**config.mk**
```make
export PLATFORM = sky130hd
export DESIGN_NAME = lsu_flat
export DESIGN_NICKNAME = d
export VERILOG_FILES = /design/src/rtl/lsu_pkg.sv /design/src/rtl/lsu_if.sv /design/src/rtl/lsu_load_align.sv /design/src/rtl/lsu.sv /design/src/flat_wrapper.sv
export SDC_FILE = /design/constraint.sdc
export NUM_CORES = 1
export LEC_CHECK = 0
export BUFFER_PORTS_ARGS = -buffer_cell sky130_fd_sc_hd__buf_2
export CAP_MARGIN = 0
export CORE_MARGIN = 5
export CORE_UTILIZATION = 28
export CTS_CLUSTER_SIZE = 20
export DETAILED_ROUTE_END_ITERATION = 10
export HOLD_SLACK_MARGIN = 0.03
export PLACE_DENSITY = 0.51
export SKIP_CTS_REPAIR_TIMING = 1
export SYNTH_ARGS = -nofsm -noshare
export SYNTH_HDL_FRONTEND = slang
export SYNTH_HIERARCHICAL = 1
export SYNTH_SLANG_ARGS = --single-unit
```
**constraint.sdc**
```tcl
create_clock -name clk_w_i -period 2.7 [get_ports clk_w_i]
set_clock_uncertainty 0.2 [all_clocks]
set_input_delay 0.27 -clock clk_w_i [delete_from_list [all_inputs] [get_ports clk_w_i]]
set_output_delay 0.27 -clock clk_w_i [all_outputs]
set_load 0.05 [all_outputs]
```
**src/rtl/lsu_pkg.sv**
```systemverilog
// Shared LSU definitions: RV32 funct3 codes, FSM states, byte-enable bases
// and the legality/lane helpers used when an op is accepted.
package lsu_pkg;
  localparam logic [2:0] F3_B  = 3'b000;
  localparam logic [2:0] F3_H  = 3'b001;
  localparam logic [2:0] F3_W  = 3'b010;
  localparam logic [2:0] F3_BU = 3'b100;
  localparam logic [2:0] F3_HU = 3'b101;

  localparam logic [3:0] BE_B = 4'b0001;
  localparam logic [3:0] BE_H = 4'b0011;
  localparam logic [3:0] BE_W = 4'b1111;

  typedef enum logic [1:0] {S_IDLE, S_REQ, S_WAIT, S_RESP} state_e;

  typedef struct packed {
    logic       load;
    logic [2:0] f3;
    logic [1:0] lo;
    logic [4:0] rd;
  } lsu_op_t;

  // Unsigned variants exist only for loads; alignment follows access size.
  function automatic logic op_legal(input logic load, input logic [2:0] f3,
                                    input logic [1:0] lo);
    case (f3)
      F3_B:    return 1'b1;
      F3_BU:   return load;
      F3_H:    return ~lo[0];
      F3_HU:   return load & ~lo[0];
      F3_W:    return lo == 2'b00;
      default: return 1'b0;
    endcase
  endfunction

  function automatic logic [3:0] op_be(input logic [2:0] f3, input logic [1:0] lo);
    case (f3[1:0])
      2'b00:   return BE_B << lo;
      2'b01:   return BE_H << lo;
      default: return BE_W;
    endcase
  endfunction

  function automatic logic [31:0] op_wdata(input logic [2:0] f3, input logic [31:0] d);
    case (f3[1:0])
      2'b00:   return {4{d[7:0]}};
      2'b01:   return {2{d[15:0]}};
      default: return d;
    endcase
  endfunction
endpackage

```
**src/rtl/lsu_if.sv**
```systemverilog
// Data-memory port: single outstanding req/gnt/rvalid transaction.
interface lsu_if #(parameter int ADDR_W = 32, parameter int DATA_W = 32);
  logic                mem_req_w_o_h;
  logic                mem_we_w_o_h;
  logic [ADDR_W-1:0]   mem_addr_w_o;
  logic [DATA_W/8-1:0] mem_be_w_o;
  logic [DATA_W-1:0]   mem_wdata_w_o;
  logic                mem_gnt_w_i_h;
  logic                mem_rvalid_w_i_h;
  logic [DATA_W-1:0]   mem_rdata_w_i;

  modport master(output mem_req_w_o_h, mem_we_w_o_h, mem_addr_w_o, mem_be_w_o,
                 mem_wdata_w_o,
                 input  mem_gnt_w_i_h, mem_rvalid_w_i_h, mem_rdata_w_i);
  modport slave (input  mem_req_w_o_h, mem_we_w_o_h, mem_addr_w_o, mem_be_w_o,
                 mem_wdata_w_o,
                 output mem_gnt_w_i_h, mem_rvalid_w_i_h, mem_rdata_w_i);
endinterface

```
**src/rtl/lsu_load_align.sv**
```systemverilog
// Picks the addressed byte/half out of a read word and sign/zero-extends it.
module lsu_load_align
  import lsu_pkg::*;
(
  input  logic [31:0] rdata,
  input  logic [1:0]  addr_lo,
  input  logic [2:0]  funct3,
  output logic [31:0] data
);
  logic [7:0]  b;
  logic [15:0] h;

  always_comb begin
    b    = rdata[{addr_lo, 3'b000} +: 8];
    h    = rdata[{addr_lo[1], 4'b0000} +: 16];
    data = rdata;
    case (funct3)
      F3_B:    data = {{24{b[7]}}, b};
      F3_BU:   data = {24'b0, b};
      F3_H:    data = {{16{h[15]}}, h};
      F3_HU:   data = {16'b0, h};
      default: data = rdata;
    endcase
  end
endmodule

```
**src/rtl/lsu.sv**
```systemverilog
// RV32 load/store unit: accepts one op from execute, runs a single memory
// transaction and returns a one-cycle response. All outputs are flops.
module lsu
  import lsu_pkg::*;
#(
  parameter int ADDR_W = 32,
  parameter int DATA_W = 32
) (
  input  logic              clk_w_i,
  input  logic              rst_w_i_l,
  input  logic              req_valid_w_i_h,
  output logic              req_ready_w_o_h,
  input  logic              load_w_i_h,
  input  logic [2:0]        funct3_w_i,
  input  logic [ADDR_W-1:0] addr_w_i,
  input  logic [DATA_W-1:0] store_data_w_i,
  input  logic [4:0]        rd_w_i,
  lsu_if.master             mem,
  output logic              resp_valid_w_o_h,
  output logic [DATA_W-1:0] resp_data_w_o,
  output logic [4:0]        resp_rd_w_o,
  output logic              resp_err_w_o_h,
  output logic              busy_w_o_h
);
  state_e      state, state_nxt;
  lsu_op_t     op_q;
  logic        accept, legal;
  logic [31:0] ld_data;

  assign accept = (state == S_IDLE) && req_valid_w_i_h;
  assign legal  = op_legal(load_w_i_h, funct3_w_i, addr_w_i[1:0]);

  lsu_load_align u_align (
    .rdata   (mem.mem_rdata_w_i),
    .addr_lo (op_q.lo),
    .funct3  (op_q.f3),
    .data    (ld_data)
  );

  always_comb begin
    state_nxt = state;
    case (state)
      S_IDLE:  if (req_valid_w_i_h) state_nxt = legal ? S_REQ : S_RESP;
      S_REQ:   if (mem.mem_gnt_w_i_h) state_nxt = op_q.load ? S_WAIT : S_RESP;
      S_WAIT:  if (mem.mem_rvalid_w_i_h) state_nxt = S_RESP;
      S_RESP:  state_nxt = S_IDLE;
      default: state_nxt = S_IDLE;
    endcase
  end

  // Outputs are registered off state_nxt so they line up with the state flop.
  always_ff @(posedge clk_w_i or negedge rst_w_i_l) begin
    if (!rst_w_i_l) begin
      state             <= S_IDLE;
      op_q              <= '0;
      req_ready_w_o_h   <= 1'b1;
      busy_w_o_h        <= 1'b0;
      resp_valid_w_o_h  <= 1'b0;
      resp_data_w_o     <= '0;
      resp_rd_w_o       <= '0;
      resp_err_w_o_h    <= 1'b0;
      mem.mem_req_w_o_h <= 1'b0;
      mem.mem_we_w_o_h  <= 1'b0;
      mem.mem_addr_w_o  <= '0;
      mem.mem_be_w_o    <= '0;
      mem.mem_wdata_w_o <= '0;
    end else begin
      state             <= state_nxt;
      req_ready_w_o_h   <= state_nxt == S_IDLE;
      busy_w_o_h        <= state_nxt != S_IDLE;
      resp_valid_w_o_h  <= state_nxt == S_RESP;
      mem.mem_req_w_o_h <= state_nxt == S_REQ;
      mem.mem_we_w_o_h  <= (state_nxt == S_REQ) & (accept ? ~load_w_i_h : ~op_q.load);
      if (accept) begin
        op_q              <= '{load: load_w_i_h, f3: funct3_w_i, lo: addr_w_i[1:0], rd: rd_w_i};
        mem.mem_addr_w_o  <= {addr_w_i[ADDR_W-1:2], 2'b00};
        mem.mem_be_w_o    <= op_be(funct3_w_i, addr_w_i[1:0]);
        mem.mem_wdata_w_o <= op_wdata(funct3_w_i, store_data_w_i);
      end
      // Response fields only move on entry to RESP and hold afterwards.
      if (state_nxt == S_RESP) begin
        resp_rd_w_o    <= (state == S_IDLE) ? rd_w_i : op_q.rd;
        resp_err_w_o_h <= state == S_IDLE;
        resp_data_w_o  <= (state == S_WAIT) ? ld_data : '0;
      end
    end
  end
endmodule

```
**src/flat_wrapper.sv**
```systemverilog
// flat-port wrapper written by rule: the top's interface ports become plain ports
module lsu_flat import lsu_pkg::*;
#(
  parameter int ADDR_W = 32,
  parameter int DATA_W = 32
)
  (clk_w_i, rst_w_i_l, req_valid_w_i_h, req_ready_w_o_h, load_w_i_h, funct3_w_i, addr_w_i, store_data_w_i, rd_w_i, resp_valid_w_o_h, resp_data_w_o, resp_rd_w_o, resp_err_w_o_h, busy_w_o_h, mem_mem_req_w_o_h, mem_mem_we_w_o_h, mem_mem_addr_w_o, mem_mem_be_w_o, mem_mem_wdata_w_o, mem_mem_gnt_w_i_h, mem_mem_rvalid_w_i_h, mem_mem_rdata_w_i);
  lsu_if #(.ADDR_W(ADDR_W), .DATA_W(DATA_W)) mem_i ();
  input  logic clk_w_i;
  input  logic rst_w_i_l;
  input  logic req_valid_w_i_h;
  output logic req_ready_w_o_h;
  input  logic load_w_i_h;
  input  logic [2:0] funct3_w_i;
  input  logic [ADDR_W-1:0] addr_w_i;
  input  logic [DATA_W-1:0] store_data_w_i;
  input  logic [4:0] rd_w_i;
  output logic resp_valid_w_o_h;
  output logic [DATA_W-1:0] resp_data_w_o;
  output logic [4:0] resp_rd_w_o;
  output logic resp_err_w_o_h;
  output logic busy_w_o_h;
  output wire logic [$bits(mem_i.mem_req_w_o_h)-1:0] mem_mem_req_w_o_h;
  output wire logic [$bits(mem_i.mem_we_w_o_h)-1:0] mem_mem_we_w_o_h;
  output wire logic [$bits(mem_i.mem_addr_w_o)-1:0] mem_mem_addr_w_o;
  output wire logic [$bits(mem_i.mem_be_w_o)-1:0] mem_mem_be_w_o;
  output wire logic [$bits(mem_i.mem_wdata_w_o)-1:0] mem_mem_wdata_w_o;
  input wire logic [$bits(mem_i.mem_gnt_w_i_h)-1:0] mem_mem_gnt_w_i_h;
  input wire logic [$bits(mem_i.mem_rvalid_w_i_h)-1:0] mem_mem_rvalid_w_i_h;
  input wire logic [$bits(mem_i.mem_rdata_w_i)-1:0] mem_mem_rdata_w_i;
  assign mem_mem_req_w_o_h = mem_i.mem_req_w_o_h;
  assign mem_mem_we_w_o_h = mem_i.mem_we_w_o_h;
  assign mem_mem_addr_w_o = mem_i.mem_addr_w_o;
  assign mem_mem_be_w_o = mem_i.mem_be_w_o;
  assign mem_mem_wdata_w_o = mem_i.mem_wdata_w_o;
  assign mem_i.mem_gnt_w_i_h = mem_mem_gnt_w_i_h;
  assign mem_i.mem_rvalid_w_i_h = mem_mem_rvalid_w_i_h;
  assign mem_i.mem_rdata_w_i = mem_mem_rdata_w_i;
  lsu #(.ADDR_W(ADDR_W), .DATA_W(DATA_W)) u_core (.clk_w_i(clk_w_i), .rst_w_i_l(rst_w_i_l), .req_valid_w_i_h(req_valid_w_i_h), .req_ready_w_o_h(req_ready_w_o_h), .load_w_i_h(load_w_i_h), .funct3_w_i(funct3_w_i), .addr_w_i(addr_w_i), .store_data_w_i(store_data_w_i), .rd_w_i(rd_w_i), .mem(mem_i), .resp_valid_w_o_h(resp_valid_w_o_h), .resp_data_w_o(resp_data_w_o), .resp_rd_w_o(resp_rd_w_o), .resp_err_w_o_h(resp_err_w_o_h), .busy_w_o_h(busy_w_o_h));
endmodule
```
==> impl_results.md <==
* Number of flops mapped to enable cells by yosys at 0
* Share of layout cells above drive strength 1 at 32.7%
* Antenna violations before repair at 0
* Critical Path AT at 2300 ps
* Cell Rows at 51
* Register area share after synthesis at 55.3%
* Die area at 22600 sq um
* Pwr dens at 1390 nW/um^2
* DRC errors left at 0
* Vias in the first global route at 5062
* Synth Instances at 577
* Worst reg2reg path depth at 5
* Leading cell types in the layout, fill and taps excluded: buf_2, nand2_1, dfrtp_1
* Worst path cell trace: mux4_2, nor3b_4, o21bai_4, nand2_1, a22o_1
* Die height at 150 um
* CTS Root Cell: clkbuf_16
* Max Clock Freq at 455 MHz
* Status: complete, but fails checks
* Worst R2R End: u_core/resp_data_w_o[20]$_DFFE_PN0N_
* Most used DFF post-synth: dfrtp_1
* Post-synthesis compound-gate area fraction at 13.3%
* Ys async rst share at 100%
* Final number of max-transition violations at 0
* H-tree levels at 4
* Final setup violation count at 0
* Final Hold Fails at 3
* Max Cap Viol at 0
* Number of synthesized register bits at 122
* Main combinational cell family by area after synthesis: simple AND/OR/NAND/NOR gates
* Largest net degree at the start of global routing at 66
* Crit-path max FO at 16
* Distinct cells, synth at 39
* CP Class: flip-flop to flip-flop
* Register Area at 3050 sq um
* Simple-Gate Fraction of Synth Area at 18.5%
* Leak pwr at 4.38 nW
* CP Data Required Time at 2800 ps
* Mapped Area at 5530 sq um
* # fillers at 1905
* Post-Synth XOR/XNOR Area at 0%
* Startpoint type of the worst setup path: flip-flop
* Synth Area in Adders at 0%
* Hold path cells at 3
* Worst VDD drop at 0.000698 V
* R2R Path Start: u_core/op_q[5]$_DFFE_PN0P_
* Drt total wl at 18600 um
* CTS tree: done
* Worst-Margin Slew at 609 ps
* Clk_lat worst skew at 410 ps
* Die Width at 150 um
* Total Nets Final at 979
* CP delay by family, top: compound AO/OA/AOI/OAI gates
* DR WL/cell at 16.2 um
* Slowest-stage cell, CP: mux4_2
* Largest stage delay, worst path at 580 ps
* Dpl cells at 1036
* Crit end category: flip-flop
* Number of port buffers at 218
* Critical Path Sink: u_core/resp_data_w_o[20]$_DFFE_PN0N_
* Avg Synthesized Cell Area at 9.58 sq um
* Starting density of the core at 28.4%
* Fin Hold WS at -27.3 ps
* Syn-to-layout area delta at 51.4%
* Clk slew on worst S/H paths at 60 ps
* Total Power at 11.6 mW
* R2r setup slk at 500 ps
* Mux cell area share after synthesis at 9.12%
* RSZ-0062 raised after global routing: no
* Most common cell after layout, fill and taps aside: buf_2
* Routed Antenna Nets at 0
* Relative slew slack at 59.3%
* Total grt overflow at 0
* Worst hold path class: primary input to flip-flop
* First-pass GRT wire length at 28200 um
* Worst Setup SP: u_core/op_q[5]$_DFFE_PN0P_
* Tmin final at 2200 ps
* Fin cells at 1147
* First DRT Iteration DRCs at 194
* Vias per inst at 4.49
* Tcrit/Tclk final at 81.4%
* Total GRT Usage at 16.1%
* CTS Sinks at 122
* Number of cells on the critical path at 5
* HPWL after detailed placement at 13000 um
* Buf+Inv Stages, Crit Path at 0
* Area of the core at 19500 sq um
* GPL Wtd Cong at 0.805
* Failing checks: negative hold slack
* 1st-pass router iterations at 4
* Multi-input gate area at 2280 sq um
* Antenna cells at 0
* Final TNS setup at 0 ps
* CTS Buf Count at 17
* # IOs at 221
* Vias at 5152
* Yosys warns at 6
* CTS max path bufs at 2
==> how the worst min path moves through the flow <==
| stage | from | endpoint | slack, ps |
|---|---|---|---|
| after global routing | store_data_w_i[10] | u_core/mem.mem_wdata_w_o[10]$_DFFE_PN0P_ | 30 |
| after CTS | rst_w_i_l | u_core/resp_data_w_o[30]$_DFFE_PN0N_ | -310 |
| after detailed placement | rst_w_i_l | u_core/resp_rd_w_o[0]$_DFFE_PN0N_ | 130 |
| final | store_data_w_i[14] | u_core/mem.mem_wdata_w_o[14]$_DFFE_PN0P_ | -30 |
| after global placement | rst_w_i_l | u_core/resp_rd_w_o[0]$_DFFE_PN0N_ | 130 |
| after floorplan | rst_w_i_l | u_core/busy_w_o_h$_DFF_PN0_ | -230 |
==> metal layers <==
| layer | share of wire [%] | wire length [um] | vias to the layer above | global-route usage (%) |
|---|---|---|---|---|
| met5 | 0 | 0 | - | 0 |
| met4 | 1.9 | 348 | 0 | 5.35 |
| met3 | 8.5 | 1580 | 28 | 7.10 |
| met2 | 46 | 8470 | 191 | 24.7 |
| met1 | 44 | 8160 | 2416 | 20.3 |
| li1 | - | - | 2517 | - |
==> tightest hold or removal path: cells and delay by family <==
family / cells / cell delay (ps)
buf+inv: 1 / 90
mux: 1 / 60
compound gates: 1 / 130
==> through the flow <==
stage / utilization, % / hold WS, ps / worst slack, ps / area (sq um)
after floorplan: - / -226 / 714 / 5530
after global placement: 35.6 / 132 / 555 / 6940
after detailed placement: 35.6 / 130 / 512 / 6940
after CTS: 38.9 / -314 / 493 / 7580
after global routing: 43.0 / 31.8 / 341 / 8370
final: 43.0 / -27.3 / 501 / 8370
==> area by class of cell <==
| class | count | area share, % |
|---|---|---|
| flip-flops and latches | 122 | 36.5 |
| multi-input cells | 411 | 27.3 |
| repair buffers | 310 | 24.3 |
| clock buffers | 21 | 5.62 |
| well taps | 265 | 3.96 |
| clock inverters | 11 | 2.00 |
| inverters | 7 | 0.314 |
==> synth_stat cells (3+ instances only) <==
cell	count	area share [%]
nand2_1	211	14
dfrtp_1	121	55
o21ai_0	38	3.4
a22o_1	33	5.2
mux2i_1	29	5.3
clkbuf_1	23	1.6
nor2_1	22	1.5
a21oi_1	16	1.4
mux2_2	12	2.4
buf_2	10	0.91
a22oi_1	8	1.1
inv_1	6	0.41
mux2_1	5	1.0
nand2b_1	4	0.45
nor2b_1	4	0.45
a31oi_1	3	0.34
buf_6	3	0.61
nand3b_1	3	0.41
==> cell families (layout without fill, tap and decap cells) <==
group           count (synthesis)  in the layout
mux                            47             47
buf+inv                        45            349
simple gates                  254            254
flops                         122            122
compound gates                108            108
other cells                     1              2
==> state kept, by name, indices dropped and copies added, names as in the netlist <==
| signal | flops |
|---|---|
| u_core/mem.mem_wdata_w_o | 32 |
| u_core/resp_data_w_o | 32 |
| u_core/mem.mem_addr_w_o | 30 |
| u_core/op_q | 11 |
| u_core/resp_rd_w_o | 5 |
| u_core/mem.mem_be_w_o | 4 |
| u_core/state | 2 |
| u_core/busy_w_o_h | 1 |
| u_core/mem.mem_req_w_o_h | 1 |
| u_core/mem.mem_we_w_o_h | 1 |
| u_core/req_ready_w_o_h | 1 |
| u_core/resp_err_w_o_h | 1 |
| u_core/resp_valid_w_o_h | 1 |
==> power by group <==
group	switching (mW)	internal (mW)	leakage, nW
clock	0.857	1.62	0.309
combinational	4.40	1.61	2.54
sequential	0.487	2.67	1.54
total	5.74	5.90	4.38
(Power assumes the default switching activity.)
